**src/rtl/mem_arbiter_pkg.sv**
```systemverilog
// Shared types and helpers for the main-memory arbiter: FSM states, request
// source encoding and the line-offset width derivation.
package mem_arbiter_pkg;

    localparam int DEF_WORD_SIZE = 32;
    localparam int DEF_LINE_SIZE = 128;

    typedef enum logic [1:0] {
        MEM_ARB_IDLE,
        MEM_ARB_WAIT,
        MEM_ARB_ACCESS,
        MEM_ARB_RESP
    } mem_arb_state_t;

    typedef enum logic [1:0] {
        SRC_I,
        SRC_D,
        SRC_W
    } mem_arb_src_t;

    function automatic int off_bits_for(input int line_size);
        return $clog2(line_size / 8);
    endfunction

endpackage

```
**src/rtl/mem_write_buffer.sv**
```systemverilog
// Small synchronous FIFO of {addr, line} pairs holding D-cache writes until the
// arbiter drains them. A push into a full FIFO succeeds only when a pop coincides.
module mem_write_buffer #(
    parameter int AW    = 32,
    parameter int DW    = 128,
    parameter int DEPTH = 2
)(
    input  logic          clk,
    input  logic          rst,
    input  logic          push,
    input  logic [AW-1:0] push_addr,
    input  logic [DW-1:0] push_data,
    input  logic          pop,
    output logic          full,
    output logic          empty,
    output logic [AW-1:0] head_addr,
    output logic [DW-1:0] head_data
);

    localparam int PTR_W = (DEPTH > 1) ? $clog2(DEPTH) : 1;
    localparam int CNT_W = $clog2(DEPTH + 1);

    logic [AW-1:0]    r_addr [DEPTH];
    logic [DW-1:0]    r_data [DEPTH];
    logic [PTR_W-1:0] r_wr_ptr;
    logic [PTR_W-1:0] r_rd_ptr;
    logic [CNT_W-1:0] r_count;

    logic w_push_ok;
    logic w_pop_ok;

    assign full      = (r_count == CNT_W'(DEPTH));
    assign empty     = (r_count == '0);
    assign w_pop_ok  = pop && !empty;
    assign w_push_ok = push && (!full || w_pop_ok);
    assign head_addr = r_addr[r_rd_ptr];
    assign head_data = r_data[r_rd_ptr];

    function automatic logic [PTR_W-1:0] next_ptr(input logic [PTR_W-1:0] ptr);
        return (ptr == PTR_W'(DEPTH - 1)) ? '0 : ptr + PTR_W'(1);
    endfunction

    always_ff @(posedge clk) begin
        if (rst) begin
            r_wr_ptr <= '0;
            r_rd_ptr <= '0;
            r_count  <= '0;
            for (int i = 0; i < DEPTH; i++) begin
                r_addr[i] <= '0;
                r_data[i] <= '0;
            end
        end else begin
            if (w_push_ok) begin
                r_addr[r_wr_ptr] <= push_addr;
                r_data[r_wr_ptr] <= push_data;
                r_wr_ptr         <= next_ptr(r_wr_ptr);
            end
            if (w_pop_ok) begin
                r_rd_ptr <= next_ptr(r_rd_ptr);
            end
            if (w_push_ok && !w_pop_ok) begin
                r_count <= r_count + CNT_W'(1);
            end else if (!w_push_ok && w_pop_ok) begin
                r_count <= r_count - CNT_W'(1);
            end
        end
    end

endmodule

```
**src/rtl/mem_arbiter.sv**
```systemverilog
// Serialises I-cache reads, D-cache reads and buffered D-cache line writes onto
// one single-ported line-wide memory with a fixed modelled access latency.
module mem_arbiter
    import mem_arbiter_pkg::*;
#(
    parameter int WORD_SIZE   = DEF_WORD_SIZE,
    parameter int LINE_SIZE   = DEF_LINE_SIZE,
    parameter int MEM_LINES   = 4096,
    parameter int MEM_LATENCY = 5,
    parameter int WB_DEPTH    = 2
)(
    input  logic                         clk,
    input  logic                         rst,
    input  logic                         i_read,
    input  logic [WORD_SIZE-1:0]         i_addr,
    output logic                         i_res,
    output logic [LINE_SIZE-1:0]         i_res_data,
    output logic [WORD_SIZE-1:0]         i_res_addr,
    input  logic                         d_read,
    input  logic [WORD_SIZE-1:0]         d_addr,
    output logic                         d_res,
    output logic [LINE_SIZE-1:0]         d_res_data,
    output logic [WORD_SIZE-1:0]         d_res_addr,
    input  logic                         d_wenable,
    input  logic [LINE_SIZE-1:0]         d_w_data,
    input  logic [WORD_SIZE-1:0]         d_w_addr,
    output logic                         m_en,
    output logic                         m_we,
    output logic [$clog2(MEM_LINES)-1:0] m_addr,
    output logic [LINE_SIZE-1:0]         m_wdata,
    input  logic [LINE_SIZE-1:0]         m_rdata,
    output logic                         wb_overflow
);

    localparam int OFF_BITS = off_bits_for(LINE_SIZE);
    localparam int IDX_BITS = $clog2(MEM_LINES);
    localparam int CNT_W    = $clog2(MEM_LATENCY + 1);
    localparam logic [WORD_SIZE-1:0] ALIGN_MASK =
        {{(WORD_SIZE - OFF_BITS){1'b1}}, {OFF_BITS{1'b0}}};

    mem_arb_state_t       r_state;
    mem_arb_src_t         r_src;
    logic [CNT_W-1:0]     r_cnt;
    logic [WORD_SIZE-1:0] r_addr;
    logic [LINE_SIZE-1:0] r_wdata;
    logic                 r_last_d;
    logic                 r_i_valid;
    logic [WORD_SIZE-1:0] r_i_addr;
    logic                 r_d_valid;
    logic [WORD_SIZE-1:0] r_d_addr;
    logic                 r_m_en;
    logic                 r_m_we;
    logic [IDX_BITS-1:0]  r_m_addr;
    logic [LINE_SIZE-1:0] r_m_wdata;
    logic                 r_i_res;
    logic                 r_d_res;
    logic                 r_overflow;

    logic                 w_wb_full;
    logic                 w_wb_empty;
    logic                 w_wb_pop;
    logic [WORD_SIZE-1:0] w_wb_head_addr;
    logic [LINE_SIZE-1:0] w_wb_head_data;
    logic                 w_gnt_valid;
    mem_arb_src_t         w_gnt_src;
    logic [WORD_SIZE-1:0] w_gnt_addr;
    mem_arb_src_t         w_acc_src;
    logic [WORD_SIZE-1:0] w_acc_addr;
    logic [LINE_SIZE-1:0] w_acc_wdata;
    logic                 w_go_access;

    mem_write_buffer #(
        .AW    (WORD_SIZE),
        .DW    (LINE_SIZE),
        .DEPTH (WB_DEPTH)
    ) u_wb (
        .clk       (clk),
        .rst       (rst),
        .push      (d_wenable),
        .push_addr (d_w_addr),
        .push_data (d_w_data),
        .pop       (w_wb_pop),
        .full      (w_wb_full),
        .empty     (w_wb_empty),
        .head_addr (w_wb_head_addr),
        .head_data (w_wb_head_data)
    );

    // Writes always win; between reads, a tie goes to the port not served last.
    always_comb begin
        w_gnt_valid = 1'b1;
        w_gnt_src   = SRC_W;
        w_gnt_addr  = w_wb_head_addr;
        if (!w_wb_empty) begin
            w_gnt_src  = SRC_W;
            w_gnt_addr = w_wb_head_addr;
        end else if (r_i_valid && (!r_d_valid || r_last_d)) begin
            w_gnt_src  = SRC_I;
            w_gnt_addr = r_i_addr;
        end else if (r_d_valid) begin
            w_gnt_src  = SRC_D;
            w_gnt_addr = r_d_addr;
        end else begin
            w_gnt_valid = 1'b0;
        end
    end

    // The access parameters come straight from the grant when latency 3 skips WAIT.
    always_comb begin
        w_acc_src   = r_src;
        w_acc_addr  = r_addr;
        w_acc_wdata = r_wdata;
        if (r_state == MEM_ARB_IDLE) begin
            w_acc_src   = w_gnt_src;
            w_acc_addr  = w_gnt_addr;
            w_acc_wdata = w_wb_head_data;
        end
    end

    assign w_go_access = ((r_state == MEM_ARB_IDLE) && w_gnt_valid && (MEM_LATENCY == 3))
                      || ((r_state == MEM_ARB_WAIT) && (r_cnt == CNT_W'(1)));
    assign w_wb_pop    = (r_state == MEM_ARB_ACCESS) && (r_src == SRC_W);

    always_ff @(posedge clk) begin
        if (rst) begin
            r_state   <= MEM_ARB_IDLE;
            r_src     <= SRC_I;
            r_cnt     <= '0;
            r_addr    <= '0;
            r_wdata   <= '0;
            r_last_d  <= 1'b1;
            r_m_en    <= 1'b0;
            r_m_we    <= 1'b0;
            r_m_addr  <= '0;
            r_m_wdata <= '0;
            r_i_res   <= 1'b0;
            r_d_res   <= 1'b0;
        end else begin
            r_m_en  <= 1'b0;
            r_m_we  <= 1'b0;
            r_i_res <= 1'b0;
            r_d_res <= 1'b0;
            case (r_state)
                MEM_ARB_IDLE: begin
                    if (w_gnt_valid) begin
                        r_src   <= w_gnt_src;
                        r_addr  <= w_gnt_addr;
                        r_wdata <= w_wb_head_data;
                        if (MEM_LATENCY == 3) begin
                            r_state <= MEM_ARB_ACCESS;
                        end else begin
                            r_state <= MEM_ARB_WAIT;
                            r_cnt   <= CNT_W'(MEM_LATENCY - 3);
                        end
                    end
                end
                MEM_ARB_WAIT: begin
                    r_cnt <= r_cnt - CNT_W'(1);
                    if (r_cnt == CNT_W'(1)) begin
                        r_state <= MEM_ARB_ACCESS;
                    end
                end
                MEM_ARB_ACCESS: begin
                    if (r_src == SRC_W) begin
                        r_state <= MEM_ARB_IDLE;
                    end else begin
                        r_state <= MEM_ARB_RESP;
                        r_i_res <= (r_src == SRC_I);
                        r_d_res <= (r_src == SRC_D);
                    end
                end
                MEM_ARB_RESP: begin
                    r_state  <= MEM_ARB_IDLE;
                    r_last_d <= (r_src == SRC_D);
                end
                default: r_state <= MEM_ARB_IDLE;
            endcase
            if (w_go_access) begin
                r_m_en    <= 1'b1;
                r_m_we    <= (w_acc_src == SRC_W);
                r_m_addr  <= IDX_BITS'(w_acc_addr >> OFF_BITS);
                r_m_wdata <= (w_acc_src == SRC_W) ? w_acc_wdata : '0;
            end
        end
    end

    // A slot is busy from capture until its response pulse, so requests during
    // that window (including the response cycle) are ignored.
    always_ff @(posedge clk) begin
        if (rst) begin
            r_i_valid <= 1'b0;
            r_i_addr  <= '0;
            r_d_valid <= 1'b0;
            r_d_addr  <= '0;
        end else begin
            if (r_i_res) begin
                r_i_valid <= 1'b0;
            end else if (!r_i_valid && i_read) begin
                r_i_valid <= 1'b1;
                r_i_addr  <= i_addr;
            end
            if (r_d_res) begin
                r_d_valid <= 1'b0;
            end else if (!r_d_valid && d_read) begin
                r_d_valid <= 1'b1;
                r_d_addr  <= d_addr;
            end
        end
    end

    always_ff @(posedge clk) begin
        if (rst) begin
            r_overflow <= 1'b0;
        end else if (d_wenable && w_wb_full && !w_wb_pop) begin
            r_overflow <= 1'b1;
        end
    end

    assign m_en        = r_m_en;
    assign m_we        = r_m_we;
    assign m_addr      = r_m_addr;
    assign m_wdata     = r_m_wdata;
    assign wb_overflow = r_overflow;
    assign i_res       = r_i_res;
    assign d_res       = r_d_res;
    assign i_res_data  = r_i_res ? m_rdata : '0;
    assign d_res_data  = r_d_res ? m_rdata : '0;
    assign i_res_addr  = r_i_res ? (r_addr & ALIGN_MASK) : '0;
    assign d_res_addr  = r_d_res ? (r_addr & ALIGN_MASK) : '0;

endmodule
```
**config.mk**
```make
export PLATFORM = sky130hd
export DESIGN_NAME = mem_arbiter
export DESIGN_NICKNAME = d
export VERILOG_FILES = /design/src/rtl/mem_arbiter_pkg.sv /design/src/rtl/mem_write_buffer.sv /design/src/rtl/mem_arbiter.sv
export SDC_FILE = /design/constraint.sdc
export NUM_CORES = 1
export LEC_CHECK = 0
export ABC_AREA = 1
export CAP_MARGIN = 0
export CORE_MARGIN = 2
export CORE_UTILIZATION = 25
export DETAILED_ROUTE_END_ITERATION = 10
export HOLD_SLACK_MARGIN = 0.05
export REMOVE_ABC_BUFFERS = 1
export SYNTH_ARGS = -nofsm -noshare
export SYNTH_HDL_FRONTEND = slang
export SYNTH_SLANG_ARGS = --single-unit
export TNS_END_PERCENT = 1
```
**constraint.sdc**
```tcl
create_clock -name clk -period 5.8 [get_ports clk]
set_input_delay 1.16 -clock clk [delete_from_list [all_inputs] [get_ports clk]]
set_output_delay 1.16 -clock clk [all_outputs]
set_load 0.05 [all_outputs]
```
### After elaboration in Yosys (flattened, before gate mapping)

Memories as Yosys holds them, arrays and structs flattened. A register that Yosys moved wholly into a read port is not among the register bits.
Cells that the tools add are included.

* mux-type cells: 43
* order comparisons: 0
* shift-type cells: 0
* equal/unequal tests: 10
* div/mod/pow operators: 0
* $add $sub $neg: 5
* bitwise logic cells: 4
* $mul: 0
* reduce and logical (&&, ||, !) cells: 36

Operator list (number)
* $mux 128: 5
* $mux 32: 6
* $reduce_or 128->1: 1
* $reduce_or 32->1: 1
* $mux 1: 19
* $mux 2: 9
* $mux 16: 1
* $logic_and 1x1->1: 11
* $eq 2x2->1 const B: 5
* $reduce_and 2->1: 5
* $pmux 2 s4: 1
* $logic_not 1->1: 7
* $logic_not 2->1: 3
* $pmux 3 s2: 1
* $reduce_or 2->1: 3
* $eq 2x1->1 const B: 2
* $not 1->1: 4
* $reduce_bool 2->1: 2
* $eq 3x1->1 const B: 1
* $mux 3: 1
* $reduce_or 3->1: 1
* $sub 3x1->3 const B: 1
* $add 1x1->1 const B: 2
* $add 2x1->2 const B: 1
* other kinds (4): 5

* output and inout bits: 465
* latch bits: 0
* memory bits (read-only): 0
* bits of input ports: 357
* memory bits (writable): 320
* register bits: 383
* memories: 2
* word-level logic and storage cells: 120

Memories
* u_wb.r_data: depth 2, width 128, read ports 1, clocked after Yosys merged registers in 1, wr ports 2, line mem_write_buffer.sv:24 `logic [DW-1:0] r_data [DEPTH];`
* u_wb.r_addr: depth 2, width 32, read ports 1, clocked after Yosys merged registers in 1, wr ports 2, line mem_write_buffer.sv:23 `logic [AW-1:0] r_addr [DEPTH];`

### Longest topological paths before layout

* depth in word-level cells: 10
* depth in mapped cells: 12
* depth with buffers taken out: 11

### Cells and area by module

A second synthesis with hierarchy kept.

* cell total of the unflattened synthesis: 3836
* area total of the unflattened synthesis: 31481.4 µm²

By module, submodules not included
* mem_arbiter: cells each 2783, area an instance 17704.5 µm², seq. area each 7347.0 µm², instances 1
* mem_write_buffer: cells each 1053, area an instance 13777.0 µm², seq. area each 9709.3 µm², instances 1

### Worst setup path before layout

OpenSTA, ideal clock, no wires.

* path kind: input -> register
* start point: input port rst
* end point: memory u_wb.r_addr[0][10] (enable)
* stages on the path: 5
* data required time: 4.499 ns
* buffers on the path: 3
* arrival: 4.544 ns
* slack: -0.045 ns
* setup time: 1.301 ns
* path through: inv_1 buf_2 clkbuf_1 clkbuf_1 nand2_1

RTL lines
* start, declared: line mem_arbiter.sv:13 `input logic rst,`
* end, declared: line mem_write_buffer.sv:23

### Worst setup path in the final report

* start point: register r_i_res (netlist: i_res)
* end point: output port i_res_addr[24]

* cells in the longest elaborated chain, start to end: 1

RTL lines
* start, declared: line mem_arbiter.sv:55 `logic r_i_res;`
* start signal, assigned: line mem_arbiter.sv:168 `r_i_res <= (r_src == SRC_I);`
* $mux 32: line mem_arbiter.sv:228 `assign i_res_addr = r_i_res ? (r_addr & ALIGN_MASK) : '0;`
* end, declared: line mem_arbiter.sv:18 `output logic [WORD_SIZE-1:0] i_res_addr,`

Every way passes these cells.

==> results.rst <==
.. list-table::
   :header-rows: 1

   * - Metric
     - Value
   * - IR drop worst, VDD
     - roughly 0.00027 V
   * - Top library cells by usage in the layout, fill and taps aside
     - 1053 x sky130_fd_sc_hd__nand2_1, 800 x sky130_fd_sc_hd__clkdlybuf4s50_1, 628 x sky130_fd_sc_hd__nor2_1
   * - TritonCTS clock tree
     - done
   * - Post-route insts no fill
     - ~6200
   * - Termination of the worst setup path
     - i_res_addr[24]
   * - Dpl ws
     - around 1.5 ns
   * - Number of pins with negative max-slew slack in the final report
     - 0
   * - GRT Util Overall
     - 0.2109
   * - Post-CTS setup repair buffer count
     - 0
   * - Number of flip-flops and latches in the synthesized netlist
     - 684
   * - Die Area
     - about 120000 µm²
   * - List of cells traversed by the critical path
     - buf_12, nand2_1, inv_1, clkdlybuf4s50_1
   * - Share of flip-flops with an asynchronous set or reset
     - 0
   * - Number of enable flip-flop cells after synthesis
     - 312
   * - Mapped Cells
     - slightly below 4000
   * - Later-pin clock latency in the skew report
     - about 0.66 ns
   * - Logic depth of the worst path, buffers included
     - 4
   * - Syn Std Cell Area
     - ~30000 µm²
   * - Setup slack of the worst register-to-register path
     - around 2.6 ns
   * - MaxCap Viol Count
     - 0
   * - I/O Buffers
     - between 800 and 900
   * - Placed Area
     - 39720 µm²
   * - Type of the tightest min-delay check
     - reg -> reg
   * - Final Wtd Congestion
     - around 1.0
   * - Sum of routed wire length over all layers
     - about 140000 µm
   * - Total vias in the final route
     - approximately 28000
   * - Type of element capturing the critical path
     - output port
   * - Unrepaired setup endpoints after global routing
     - no
   * - Drt pass-1 iters
     - 6
   * - Util after Layout
     - 0.3531
   * - FF-to-FF End
     - r_cnt[1]
   * - Clock sinks
     - roughly 680
   * - Worst Tran Pin Value
     - between 1 and 1.5 ns
   * - Initial cell density of the core
     - 0.2525
   * - H-tree depth
     - 3
   * - Startpoint kind of the worst setup timing path
     - flop
   * - TritonCTS buffer count
     - 81
   * - Root Driver
     - sky130_fd_sc_hd__clkbuf_16
   * - Crit path buf inv count
     - 3
   * - Wire length of the first global-routing pass
     - around 190000 µm
   * - Grt total ovfl
     - 0
   * - Sequential element share of the synthesized area
     - 0.5537
   * - Drt first-iter violations
     - 2144
   * - Hold Vio Cnt, Final
     - 0
   * - Final worst-path cycle share
     - 0.7458
   * - Post-Place Cells
     - 6044
   * - Most common library cell in the layout ignoring fill and taps
     - sky130_fd_sc_hd__nand2_1
   * - Maximum number of buffers from clock root to sink
     - 3
   * - Count of hold buffers inserted by post-cts repair
     - 0
   * - Number of resized instances in the post-cts repair step
     - 0
   * - Most used DFF post-synth
     - sky130_fd_sc_hd__dfxtp_1
   * - Rows
     - roughly 130
   * - Routed wirelength normalized by instance count
     - 21.81 µm
   * - Worst path slowest cell
     - sky130_fd_sc_hd__dfxtp_4
   * - Die extent in x
     - ~350 µm
   * - Syn avg cell area
     - 7.868 µm²
   * - Clock skew after layout
     - 0.02282 ns
   * - Kind of cell adding the most delay to the critical path
     - buffers and inverters
   * - Detail Placement HPWL
     - 94720 µm
   * - Startpoint of the worst-slack reg-to-reg timing path
     - u_wb.r_count[1]
   * - Max-Slew Margin vs Limit
     - 0.1433
   * - Ports placed on the boundary
     - 822
   * - Largest fanout on the critical path
     - roughly 70
   * - Vertical die dimension
     - 352.5 µm
   * - Layout cell share with drive strength beyond 1
     - 0.03906
   * - Via count of the first global-routing pass
     - about 26000
   * - Endpoint arrival time on the critical path
     - approximately 3.2 ns
   * - Core region area
     - approximately 120000 µm²
   * - Longest individual stage delay on the worst path
     - around 0.91 ns
   * - DRC viols
     - 0
   * - Post-layout nets
     - about 4900
   * - Setup Viol. Count Final
     - 0
   * - Clock slew at reported path FFs
     - roughly 0.06 ns
   * - Number of unique standard cell types used by synthesis
     - 31
   * - Run status
     - completed
   * - Area Overhead vs Synth
     - 39.84%
   * - Achievable clock frequency
     - about 230 MHz
   * - Class of the most critical setup path
     - reg -> out
   * - Final period demand of the worst path
     - approximately 4.3 ns
   * - Maximum number of pins on one net before global-route repair
     - ~160
   * - Pwr dens
     - around 340 nW/µm²
   * - Crit path setup slack, layout
     - 1.474 ns
   * - Initial antenna violation count
     - 86
   * - Cell count of the worst reg-to-reg path
     - 7
   * - Setup crit start
     - i_res
   * - Via count normalized by instance count
     - ~4.5
   * - Antenna viol nets, final
     - 0
   * - Filler cell count in the final layout
     - 12630
   * - Warning count from the yosys run
     - 0
   * - Design area
     - about 42000 µm²
   * - CP Data Required Time
     - between 4 and 5 ns
   * - Leak pwr
     - 0.01973 µW
-- state kept, by name (all words and copies together), names as in the netlist, 2 cells and up, named ones only --
register,count
m_addr,12
m_wdata,128
r_addr,28
r_cnt,3
r_d_addr,28
r_i_addr,28
r_src,2
r_state,2
r_wdata,128
u_wb.r_addr,56
u_wb.r_count,2
u_wb.r_data,256
-- kinds of logic after synthesis --
kind of cell             after synthesis  share of synthesized area
buffers and inverters                833                     0.1095
adder cells (fa/ha/maj)                3                   0.001236
flip-flops                           684                     0.5537
other                                  1                  0.0001235
AND/OR/NAND/NOR                     1857                     0.2399
AO/OA/AOI/OAI                        482                    0.09558
-- report_power, final --
part | internal [µW] | switching [µW]
clock | 2970 | 2160
combinational | 981 | 2210
sequential | 5640 | 323
-- worst min path at each step --
stage | from | end | slack (ns) | cells after the start
floorplan | r_wdata[0] | r_wdata[0] | 0.43 | 2
global placement | r_wdata[28] | r_wdata[28] | 0.44 | 2
detailed placement | r_wdata[15] | r_wdata[15] | 0.45 | 2
CTS | r_wdata[15] | r_wdata[15] | 0.45 | 2
global route | r_wdata[19] | r_wdata[19] | 0.47 | 2
finish | r_wdata[13] | r_wdata[13] | 0.45 | 2
-- layer usage --
metal,global-route usage,vias to the layer above,wire (µm)
met5,0,-,209
met4,0.1666,32,11260
met3,0.05309,311,9862
met2,0.3613,1058,66590
met1,0.2205,13060,48030
li1,-,13320,-
-- area by class of cell --
type / count / area, µm² / area share
tap: 1612 / 2017 / 0.04749
clock buffer: 125 / 2325 / 0.05474
inverter: 561 / 2126 / 0.05005
timing repair buffer: 837 / 8402 / 0.1978
clock inverter: 26 / 331.6 / 0.007807
sequential: 684 / 16830 / 0.3962
antenna: 39 / 97.59 / 0.002298
multi-input combinational: 2350 / 10340 / 0.2436
-- worst min-delay path, delay by kind of cell (launching register included) --
| kind | cells | cell delay [ns] |
|---|---|---|
| compound gates | 1 | 0.05 |
| flops | 1 | 0.30 |
| buf+inv | 1 | 0.06 |
-- cell usage after synthesis, types with 3 or more instances --
cell type	number	share of area
sky130_fd_sc_hd__buf_6	5	0.0019
sky130_fd_sc_hd__nand3b_1	9	0.0022
sky130_fd_sc_hd__nand2_1	1057	0.13
sky130_fd_sc_hd__nor2_1	628	0.078
sky130_fd_sc_hd__o211a_1	94	0.031
sky130_fd_sc_hd__o21ai_0	132	0.022
sky130_fd_sc_hd__nand4_1	17	0.0035
sky130_fd_sc_hd__o211ai_1	3	0.00074
sky130_fd_sc_hd__a21oi_1	246	0.041
sky130_fd_sc_hd__clkbuf_1	156	0.019
sky130_fd_sc_hd__buf_1	8	0.00099
sky130_fd_sc_hd__inv_2	6	0.00074
sky130_fd_sc_hd__edfxtp_1	312	0.31
sky130_fd_sc_hd__dfxtp_1	372	0.25
sky130_fd_sc_hd__inv_1	555	0.069
sky130_fd_sc_hd__buf_4	13	0.0032
sky130_fd_sc_hd__ha_1	3	0.0012
sky130_fd_sc_hd__a31oi_1	3	0.00062
sky130_fd_sc_hd__nand3_1	133	0.022
sky130_fd_sc_hd__buf_2	90	0.015
-- through the flow --
stage / hold WS (ns) / total power [µW] / TNS (ns)
2_1_floorplan: 0.4318 / 7928 / -2580.40
3_3_place_gp: 0.4408 / 9257 / 0
3_5_place_dp: 0.4459 / 9301 / 0
4_1_cts: 0.4539 / 14480 / 0
5_1_grt: 0.4721 / 14960 / 0
6_report: 0.4515 / 14290 / 0
Note: power is estimated with default switching activity, not from simulation.
